==> src/rtl/srl2prl_rx_if.sv <==
// Bundle of the serial-in / parallel-out signals of srl2prl_rx.
// The slave modport is the receiver; the master modport is whoever drives the
// serial link and consumes the parallel words.
interface srl2prl_rx_if #(
  parameter int unsigned WIDTH = 8
);
  logic             srl;
  logic             srl_valid;
  logic [WIDTH-1:0] prl_out;
  logic             out_valid;
  logic             out_ready;
  logic             busy;
  logic             overrun;
  logic             frame_err;
  logic             clr_err;

  modport master (
    output srl,
    output srl_valid,
    output out_ready,
    output clr_err,
    input  prl_out,
    input  out_valid,
    input  busy,
    input  overrun,
    input  frame_err
  );

  modport slave (
    input  srl,
    input  srl_valid,
    input  out_ready,
    input  clr_err,
    output prl_out,
    output out_valid,
    output busy,
    output overrun,
    output frame_err
  );
endinterface

==> src/rtl/srl2prl_rx.sv <==
// Serial-to-parallel receiver. Assembles WIDTH consecutive valid serial bits
// into a word, presents it through a one-entry valid/ready buffer, and keeps
// sticky overrun / framing error flags.
module srl2prl_rx #(
  parameter int unsigned WIDTH     = 8,
  parameter int unsigned MSB_FIRST = 1
) (
  input logic         clock,
  input logic         rst,
  srl2prl_rx_if.slave bus
);

  localparam int unsigned CntW = (WIDTH > 2) ? $clog2(WIDTH) : 1;

  typedef enum logic [0:0] {
    StIdle,
    StShift
  } state_e;

  state_e           state_q;
  logic [CntW-1:0]  count_q;
  logic [WIDTH-1:0] shreg_q;
  logic [WIDTH-1:0] prl_q;
  logic             out_valid_q;
  logic             overrun_q;
  logic             frame_err_q;

  logic [WIDTH-1:0] shift_next;
  logic             last_bit;
  logic             word_done;
  logic             frame_set;
  logic             take;
  logic             load;
  logic             drop;

  // Shift register merged with the bit on srl this cycle.
  always_comb begin
    shift_next = shreg_q;
    if (MSB_FIRST != 0) begin
      shift_next = {shreg_q[WIDTH-2:0], bus.srl};
    end else begin
      shift_next = {bus.srl, shreg_q[WIDTH-1:1]};
    end
  end

  // Word completion, framing error and output-buffer decisions for this edge.
  always_comb begin
    last_bit  = (count_q == CntW'(WIDTH - 1));
    word_done = (state_q == StShift) && bus.srl_valid && last_bit;
    frame_set = (state_q == StShift) && !bus.srl_valid;
    take      = out_valid_q && bus.out_ready;
    // A completed word may replace a buffered one only if that one leaves now.
    load      = word_done && (!out_valid_q || bus.out_ready);
    drop      = word_done && out_valid_q && !bus.out_ready;
  end

  // Receive FSM with the output buffer and sticky flags, all registered.
  always_ff @(posedge clock or posedge rst) begin
    if (rst) begin
      state_q     <= StIdle;
      count_q     <= '0;
      shreg_q     <= '0;
      prl_q       <= '0;
      out_valid_q <= 1'b0;
      overrun_q   <= 1'b0;
      frame_err_q <= 1'b0;
    end else begin
      unique case (state_q)
        StIdle: begin
          if (bus.srl_valid) begin
            shreg_q <= shift_next;
            count_q <= CntW'(1);
            state_q <= StShift;
          end
        end
        StShift: begin
          if (bus.srl_valid) begin
            shreg_q <= shift_next;
            if (last_bit) begin
              count_q <= '0;
              state_q <= StIdle;
            end else begin
              count_q <= count_q + CntW'(1);
            end
          end else begin
            // Gap inside a word: throw the partial word away.
            shreg_q <= '0;
            count_q <= '0;
            state_q <= StIdle;
          end
        end
        default: begin
          state_q <= StIdle;
        end
      endcase

      if (load) begin
        prl_q       <= shift_next;
        out_valid_q <= 1'b1;
      end else if (take) begin
        out_valid_q <= 1'b0;
      end

      // Set beats clear when both happen on the same edge.
      overrun_q   <= drop | (overrun_q & ~bus.clr_err);
      frame_err_q <= frame_set | (frame_err_q & ~bus.clr_err);
    end
  end

  assign bus.prl_out   = prl_q;
  assign bus.out_valid = out_valid_q;
  assign bus.busy      = (state_q == StShift);
  assign bus.overrun   = overrun_q;
  assign bus.frame_err = frame_err_q;

endmodule
==> src/flat_wrapper.sv <==
// flat-port wrapper written by rule: the top's interface ports become plain ports
module srl2prl_rx_flat 
#(
  parameter int unsigned WIDTH     = 8,
  parameter int unsigned MSB_FIRST = 1
)
  (clock, rst, bus_srl, bus_srl_valid, bus_out_ready, bus_clr_err, bus_prl_out, bus_out_valid, bus_busy, bus_overrun, bus_frame_err);
  srl2prl_rx_if #(.WIDTH(WIDTH)) bus_i ();
  input logic clock;
  input logic rst;
  input wire logic [$bits(bus_i.srl)-1:0] bus_srl;
  input wire logic [$bits(bus_i.srl_valid)-1:0] bus_srl_valid;
  input wire logic [$bits(bus_i.out_ready)-1:0] bus_out_ready;
  input wire logic [$bits(bus_i.clr_err)-1:0] bus_clr_err;
  output wire logic [$bits(bus_i.prl_out)-1:0] bus_prl_out;
  output wire logic [$bits(bus_i.out_valid)-1:0] bus_out_valid;
  output wire logic [$bits(bus_i.busy)-1:0] bus_busy;
  output wire logic [$bits(bus_i.overrun)-1:0] bus_overrun;
  output wire logic [$bits(bus_i.frame_err)-1:0] bus_frame_err;
  assign bus_i.srl = bus_srl;
  assign bus_i.srl_valid = bus_srl_valid;
  assign bus_i.out_ready = bus_out_ready;
  assign bus_i.clr_err = bus_clr_err;
  assign bus_prl_out = bus_i.prl_out;
  assign bus_out_valid = bus_i.out_valid;
  assign bus_busy = bus_i.busy;
  assign bus_overrun = bus_i.overrun;
  assign bus_frame_err = bus_i.frame_err;
  srl2prl_rx #(.WIDTH(WIDTH), .MSB_FIRST(MSB_FIRST)) u_core (.clock(clock), .rst(rst), .bus(bus_i));
endmodule
==> config.mk <==
export PLATFORM = sky130hd
export DESIGN_NAME = srl2prl_rx_flat
export DESIGN_NICKNAME = d
export VERILOG_FILES = /design/src/rtl/srl2prl_rx_if.sv /design/src/rtl/srl2prl_rx.sv /design/src/flat_wrapper.sv
export SDC_FILE = /design/constraint.sdc
export NUM_CORES = 1
export LEC_CHECK = 0
export CORE_MARGIN = 2
export CORE_UTILIZATION = 49
export DETAILED_ROUTE_END_ITERATION = 8
export PLACE_DENSITY = 0.83
export SLEW_MARGIN = 20
export SYNTH_ARGS = -nofsm -noshare
export SYNTH_HDL_FRONTEND = slang
export SYNTH_SLANG_ARGS = --single-unit
==> constraint.sdc <==
create_clock -name clock -period 1.8 [get_ports clock]
set_input_delay 0.18 -clock clock [delete_from_list [all_inputs] [get_ports clock]]
set_output_delay 0.18 -clock clock [all_outputs]
set_load 0.1 [all_outputs]
==> results of run 1 <==
-- cells by family (layout without fill, tap and decap cells) --
family / after synthesis / count (layout) / synth area share (%)
AOI/OAI and AO/OA: 12 / 12 / 7.07
and+or+nand+nor: 25 / 25 / 15.1
DFF: 22 / 22 / 57.6
buffers and inverters: 8 / 27 / 5.10
adders and majority gates: 2 / 2 / 2.62
muxes: 8 / 8 / 12.6
-- path summary, 6_finish.rpt --
check,from,to,slack (ns),depth (start not counted)
worst max-delay path,u_core.count_q[0],u_core.bus.prl_out[6],0.16,5
min in group clock,bus_srl,u_core.shreg_q[0],0.47,3
worst min register to register,u_core.count_q[1],u_core.count_q[1],0.50,2
max in group asynchronous,rst,u_core.bus.busy,1.16,3
worst min-delay path,rst,u_core.bus.prl_out[5],0.12,2
worst max register to register,u_core.count_q[0],u_core.bus.prl_out[6],0.16,5
-- worst max-delay path, delay by kind of cell (launching register included) --
| kind | cells | cell delay, ns |
|---|---|---|
| muxes | 1 | 0.34 |
| DFF | 1 | 0.38 |
| adders and majority gates | 2 | 0.37 |
| and+or+nand+nor | 2 | 0.45 |
-- sequential cells by signal, summed over array words and instances, names as in the netlist --
| register | flops |
|---|---|
| u_core.count_q | 3 |
| u_core.bus.overrun | 1 |
| u_core.bus.busy | 1 |
| u_core.bus.frame_err | 1 |
| u_core.shreg_q | 7 |
| u_core.bus.out_valid | 1 |
| u_core.bus.prl_out | 8 |
-- synth_stat cells --
library cell	number	share of area (%)
dfrtp_1	22	58
nand2_1	12	4.7
mux2_4	8	13
o21ai_0	8	4.2
nand2b_1	7	4.6
inv_1	4	1.6
buf_2	2	1.0
ha_1	2	2.6
o22ai_1	2	1.3
a21boi_0	1	0.79
buf_12	1	2.1
clkbuf_1	1	0.39
nand2b_4	1	1.4
nand3_1	1	0.52
nand3_2	1	1.0
nand4b_1	1	0.92
nor2_1	1	0.39
nor2b_4	1	1.4
o21a_1	1	0.79
-- where the power goes --
part	leakage (uW)	switching (uW)	total, uW	internal [uW]
Clock	0.0000210	137	260	123
Sequential	0.000295	21.3	539	518
Combinational	0.000261	90.3	138	48.2
-- layout make-up --
cell class,count,area share (%)
Inverter,4,1.30
Tap cell,25,2.70
Multi-Input combinational cell,47,30.8
Sequential cell,22,47.6
Timing Repair Buffer,19,14.5
Clock buffer,4,3.13
-- routing by layer --
metal,up-vias,GRT usage (%)
li1,294,-
met1,310,20.0
met2,8,27.9
met3,2,2.22
met4,0,8.11
met5,-,0
-- through the flow --
step	total power (uW)	instances	hold WS, ns	cell area (um^2)	setup slack (ns)
final	938	121	0.123	1160	0.156
after global routing	990	121	0.152	1160	0.0440
after CTS	956	121	0.115	1160	0.143
after detailed placement	689	117	0.458	1120	0.169
after global placement	684	117	0.444	1120	0.228
after floorplan	644	77	0.169	957	0.0852
==> run metrics, run 1 <==
yosys warns=0; Layout area overhead=21.2%; Initial Utilization=between 50% and 60%; Setup Skew=0.00503 ns; outcome=finished clean; most numerous cell on the critical path=ha_1; VDD IR-drop max=~370 uV; Critical Path RT=1.99 ns; Pleak=0.000577 uW; nets@finish=between 100 and 150; final setup vio count=0; IO Count=18; Worst setup SP type=flop; first-pass GRT wire length=2570 um; ant diodes=0; H-tree levels=1; vias per cell=5.07; footprint of the multi-input gates=approximately 360 um^2; vias in the first global route=584; Die Ht=48.2 um; PD cells=809 nW/um^2; Final TNS setup=0 ns; Rows=15; Worst-Skew Late Latency=0.30 ns; FILL cells=137; Antenna Nets Post-Route=0; Root Driver=clkbuf_4; Final Critical Period=~1.6 ns; area of the mapped netlist=956 um^2; GRT Util Overall=16.3%; largest net degree at the start of global routing=21; Synth Instances=slightly below 80; DR WL met2=slightly above 800 um; initial antenna violation count=0; most common cell after layout, fill and taps aside=dfrtp_1; GPL Wtd Cong=0.692; DR vias=around 600; Gates resized, CTS repair=0; CP max-delay cell=dfrtp_1; commonest cells after routing, fill and taps aside=dfrtp_1, buf_4, nand2_1; kind of critical path=reg -> reg; IO buf count=17; CTS tree=yes; share of cells above drive strength 1=31.3%; average instance area after synthesis=12.4 um^2; half-perimeter wire length after placement=1200 um; per-cell routed wire length=12.8 um; Synth cell types=19; CP arrival=1.83 ns; slowest stage delay, CP=0.38 ns; Num CTS Buffers=3; clock slew at reported path FFs=0.12 ns; CP endpoint kind=flop; die area=2320 um^2; Hold Path Class=in -> async; Slew HR=78.4%; wl on met1=691 um; Max Clk Rate=608 MHz; Routed WL=1550 um; 1st-iter DRT viols=2; Seq cells post-synth=22; CTS Sinks=22; max_cap viols=0; setup bufs post-CTS=0; Met3 Wirelength=27 um; Core ar.=1780 um^2; critical path cell sequence=ha_1 -> ha_1 -> nand3_2 -> nor2b_4 -> mux2_4; Register Area=552 um^2; grt total ovfl=0; Final Hold Vio Count=0; die extent in x=48.2 um; Slew @ Worst Pin=0.324 ns; final max-slew violation count=0; post-synthesis sequential area ratio=57.6%; Post-CTS Hold Buffers=0; post-synthesis net count=85; # DRC=0; final core utilization=65.0%; Max Used Layer=met4; DR pass1 iterations=3; RSZ-0062 raised after global routing=no; CP Max Fanout=8; Tcrit/Tclk final=91.3%; CTS Buffer Depth=2
Note: power is estimated with default switching activity, not from simulation.
==> run 2, diff against run 1 <==
Settings changed: CORE_UTILIZATION 49 to 53, PLACE_DENSITY 0.83 to 0.88, SLEW_MARGIN 20 to 25.
Clock period 1.8 ns to 1.9 ns, I/O delays scaled along.
==> run 2 against run 1 <==
- first-iteration DRC count increased by 50%
- sequential power decreased by 5.4%
- worst hold slack improved by 0.075 ns
- critical endpoint unchanged
==> run metrics, run 2 (synthesis results as in run 1) <==
RSZ-0062 raised after global routing=no (unchanged); Root Driver=clkbuf_4 (unchanged); IO buf count=17 (unchanged); grt total ovfl=0 (unchanged); Worst Setup EP=u_core.bus.prl_out[6] (unchanged); CTS Buffer Depth=2 (unchanged); r2r startpoint=u_core.count_q[0] (unchanged); vias per cell=5.11 (was 5.07); first-pass GRT wire length=2750 um (was 2570 um); commonest cells after routing, fill and taps aside=dfrtp_1, buf_4, nand2_1 (unchanged); ant diodes=0 (unchanged); vias in the first global route=608 (was 584); die area=2160 um^2 (was 2320 um^2); Max Clk Rate=590 MHz (was 608 MHz); CTS Sinks=22 (unchanged); final max-slew violation count=0 (unchanged); die extent in x=46.5 um (was 48.2 um); Tcrit/Tclk final=89.2% (was 91.3%); FILL cells=128 (was 137); outcome=finished clean (unchanged); Slew HR=78.1% (was 78.4%); share of cells above drive strength 1=31.3% (unchanged); Critical Path RT=2.11 ns (was 1.99 ns); Gates resized, CTS repair=0 (unchanged); r2r setup slk=0.21 ns (was 0.16 ns); worst r2r path cells=5 (unchanged); Max Used Layer=met4 (unchanged); nets@finish=105 (unchanged); Die Ht=46.5 um (was 48.2 um); Antenna Nets Post-Route=0 (unchanged); Hold Path Class=in -> async (unchanged); # DRC=0 (unchanged); Slew @ Worst Pin=0.327 ns (was 0.324 ns); CTS tree=yes (unchanged); per-cell routed wire length=13.2 um (was 12.8 um); Worst-Skew Late Latency=0.31 ns (was 0.30 ns); Routed WL=1600 um (was 1550 um); clock slew at reported path FFs=0.11 ns (was 0.12 ns); setup bufs post-CTS=0 (unchanged); DR pass1 iterations=2 (was 3); Num CTS Buffers=3 (unchanged); Worst setup SP type=flop (unchanged); max_cap viols=0 (unchanged); Met3 Wirelength=54 um (was 27 um); most common cell after layout, fill and taps aside=dfrtp_1 (unchanged); Pleak=0.000579 uW (was 0.000577 uW); CP Max Fanout=8 (unchanged); largest net degree at the start of global routing=23 (was 21); Rows=15 (unchanged); Setup Skew=0.00181 ns (was 0.00503 ns); wl on met1=677 um (was 691 um); CP arrival=1.90 ns (was 1.83 ns); CP endpoint kind=flop (unchanged); IO Count=18 (unchanged); Post-CTS Hold Buffers=0 (unchanged); Core ar.=1710 um^2 (was 1780 um^2); Final TNS setup=0 ns (unchanged); CP Launch Point=u_core.count_q[0] (unchanged); half-perimeter wire length after placement=1200 um (about the same); GRT Util Overall=18.4% (was 16.3%); Layout area overhead=21.6% (was 21.2%); H-tree levels=1 (unchanged); 1st-iter DRT viols=3 (was 2); kind of critical path=reg -> reg (unchanged); Initial Utilization=56.0% (was 53.6%); Final Critical Period=1.69 ns (was 1.64 ns); final setup vio count=0 (unchanged); Final Hold Vio Count=0 (unchanged); GPL Wtd Cong=0.692 (about the same); VDD IR-drop max=657 uV (was 366 uV); PD cells=851 nW/um^2 (was 809 nW/um^2); DR WL met2=845 um (was 808 um); Design Power=989 uW (was 938 uW); DR vias=618 (was 614); max reg flops=8 (unchanged); Reg-to-Reg End=u_core.bus.prl_out[6] (unchanged); initial antenna violation count=0 (unchanged)
run 2: cell count changes in the layout (fill, tap and decap cells not counted), sizes merged:
cell and delta:
bufinv +1, clkbuf -1
run 2: how the worst min path moves through the flow:
| stage | from | end | depth (start not counted) |
|---|---|---|---|
| 3_5_place_dp | u_core.count_q[1] | u_core.count_q[1] | 2 |
| 4_1_cts | rst | u_core.bus.prl_out[5] | 3 |
| 3_3_place_gp | u_core.count_q[2] | u_core.count_q[2] | 2 |
| 5_1_grt | rst | u_core.bus.prl_out[5] | 3 |
| 6_report | rst | u_core.bus.out_valid | 3 |
| 2_1_floorplan | rst | u_core.bus.frame_err | 1 |
run 2: layout make-up:
type	count	area (um^2)	share of cell area, %
Clock buffer	3	22.5	1.94
Clock inverter	1	30.0	2.58
Multi-Input combinational cell	47	357	30.7
Tap cell	25	31.3	2.69
Inverter	4	15.0	1.29
Sequential cell	22	552	47.5
Timing Repair Buffer	19	155	13.3
run 2: metrics by stage:
stage               std cells  setup WS, ns  utilization (%)  hold slack (ns)  cell area, um^2
floorplan                  77         0.185                -            0.179              957
global placement          117         0.283             65.0            0.461             1110
detailed placement        117         0.212             65.0            0.476             1110
CTS                       121         0.187             68.1            0.203             1160
global route              121         0.106             68.1            0.231             1160
finish                    121         0.205             68.1            0.197             1160
run 2: layer usage:
layer	vias up	GRT usage, %
li1	295	-
met1	310	23.8
met2	10	29.7
met3	3	4.71
met4	0	6.86
met5	-	0
run 2: where the power goes:
part	total [uW]	internal [uW]	switching (uW)
sequential	510	490	19.5
combinational	128	42.7	85.6
clock	351	213	137
run 2: critical path: stages, from the launching register on:
cell and delay (ns):
dfrtp_1 0.39, ha_1 0.16, ha_1 0.24, nand3_2 0.14, nor2b_4 0.33, mux2_4 0.33
==> run 3, diff against run 2 <==
Settings changed: CORE_UTILIZATION 53 to 56, CTS_BUF_LIST set to sky130_fd_sc_hd__clkbuf_8, PLACE_DENSITY 0.88 to 0.92, SETUP_SLACK_MARGIN set to 0.02.
==> run 3 against run 2 <==
- sequential power barely moved
- clock skew rose by 0.00061 ns
- total power rose by 7.4%
- routed wire length fell by 1.9%
- clock power rose by 21%
- register-to-register slack improved by 0.02 ns
- critical path depth did not move
- sequential share of layout area fell by 0.30 points
- final cell count fell by 7.4%
- setup slack improved by 0.023 ns
- global-route usage rose by 0.82 points
- critical path type unchanged
- largest power group unchanged
==> run metrics, run 3 (synthesis results as in run 1) <==
outcome=finished clean (unchanged); Post-CTS Hold Buffers=0 (unchanged); critical path cell sequence=ha_1 -> ha_1 -> nand3_2 -> nor2b_4 -> mux2_4 (unchanged); footprint of the multi-input gates=357 um^2 (unchanged); Pleak=0.000587 uW (was 0.000579 uW); Setup Skew=0.00242 ns (was 0.00181 ns); RSZ-0062 raised after global routing=no (unchanged); IO Count=18 (unchanged); Worst setup SP type=flop (unchanged); nets@finish=105 (unchanged); FILL cells=106 (was 128); die area=2050 um^2 (was 2160 um^2); largest net degree at the start of global routing=23 (unchanged); Critical Path RT=2.05 ns (was 2.11 ns); GRT Util Overall=19.3% (was 18.4%); Tcrit/Tclk final=88.0% (was 89.2%); CTS tree=yes (unchanged); Gates resized, CTS repair=0 (unchanged); half-perimeter wire length after placement=1130 um (was 1200 um); Hold Path Class=in -> async (unchanged); CP max-delay cell=dfrtp_1 (unchanged); max_cap viols=0 (unchanged); kind of critical path=reg -> reg (unchanged); PD cells=908 nW/um^2 (was 851 nW/um^2); final setup vio count=0 (unchanged); CP Launch Point=u_core.count_q[0] (unchanged); Max Clk Rate=598 MHz (was 590 MHz); CP endpoint kind=flop (unchanged); Slew @ Worst Pin=0.341 ns (was 0.327 ns); GPL Wtd Cong=0.681 (was 0.692); worst r2r path cells=5 (unchanged); Routed WL=1570 um (was 1600 um); CP Max Fanout=8 (unchanged); Antenna Nets Post-Route=0 (unchanged); most numerous cell on the critical path=ha_1 (unchanged); r2r startpoint=u_core.count_q[0] (unchanged); vias per cell=5.26 (was 5.11); die extent in x=45.3 um (was 46.5 um); vias in the first global route=580 (was 608); clock slew at reported path FFs=0.08 ns (was 0.11 ns); share of cells above drive strength 1=31.3% (unchanged); final max-slew violation count=0 (unchanged); # DRC=0 (unchanged); Initial Utilization=61.3% (was 56.0%); slowest stage delay, CP=0.38 ns (was 0.39 ns); first-pass GRT wire length=2640 um (was 2750 um); Worst-Skew Late Latency=0.26 ns (was 0.31 ns); Final TNS setup=0 ns (unchanged); initial antenna violation count=0 (unchanged); Die Ht=45.3 um (was 46.5 um); ant diodes=0 (unchanged); Register Area=552 um^2 (unchanged); DR vias=589 (was 618); Final Critical Period=1.67 ns (was 1.69 ns); Setup Slack @ Placement=0.254 ns (was 0.212 ns); VDD IR-drop max=833 uV (was 657 uV); most common cell after layout, fill and taps aside=dfrtp_1 (unchanged); Layout area overhead=22.4% (was 21.6%); Root Driver=clkbuf_8 (was clkbuf_4); 1st-iter DRT viols=2 (was 3); CTS Sinks=22 (unchanged); max reg flops=8 (unchanged); DR pass1 iterations=2 (unchanged); Num CTS Buffers=3 (unchanged); CP arrival=1.82 ns (was 1.90 ns); Fin Hold WS=0.268 ns (was 0.197 ns); commonest cells after routing, fill and taps aside=dfrtp_1, buf_4, nand2_1 (unchanged); Design Power=1060 uW (was 989 uW); Slew HR=77.2% (was 78.1%); Core ar.=1560 um^2 (was 1710 um^2); IO buf count=17 (unchanged); Rows=14 (was 15); Final Hold Vio Count=0 (unchanged); grt total ovfl=0 (unchanged); setup bufs post-CTS=0 (unchanged); Final WS setup=0.229 ns (was 0.205 ns); H-tree levels=1 (unchanged); CTS Buffer Depth=2 (unchanged); per-cell routed wire length=14.0 um (was 13.2 um)
==> run 3: worst paths after layout <==
check,to,slack [ns]
setup / recovery,u_core.bus.prl_out[0],0.23
hold / removal,u_core.bus.out_valid,0.27
setup reg to reg,u_core.bus.prl_out[0],0.23
min in group clock,u_core.count_q[2],0.48
max in group asynchronous,u_core.bus.busy,1.40
hold reg to reg,u_core.count_q[2],0.48
==> run 3: report_power, final <==
| group | switching (uW) | internal, uW |
|---|---|---|
| logic | 85.6 | 42.5 |
| clock network | 143 | 281 |
| registers | 19.9 | 490 |
==> run 3: metrics by stage <==
stage                     instances  instance area [um^2]  utilization, %
after detailed placement        108                  1100            70.5
final                           112                  1170            75.0
after CTS                       112                  1170            75.0
after global routing            112                  1170            75.0
after global placement          108                  1100            70.5
after floorplan                  77                   957               -
==> run 3: critical path, delay by kind of cell (launching register included) <==
family        cells  cell delay, ns
simple gates      2            0.47
mux               1            0.33
flops             1            0.38
fa+ha+maj         2            0.37
==> run 3: layout make-up <==
cell class | instances | area share [%]
sequential | 22 | 47.2
multi-input combinational | 47 | 30.5
timing repair buffer | 19 | 13.3
clock buffer | 3 | 3.53
clock inverter | 1 | 2.57
tap | 16 | 1.71
inverter | 4 | 1.28
==> run 3: metal layers <==
layer | part of all wire [%] | GRT usage, % | vias to the layer above
met5 | 0 | 0 | -
met4 | 2.5 | 10.6 | 0
met3 | 2.4 | 3.60 | 4
met2 | 49 | 29.7 | 11
met1 | 46 | 25.7 | 282
li1 | - | - | 292
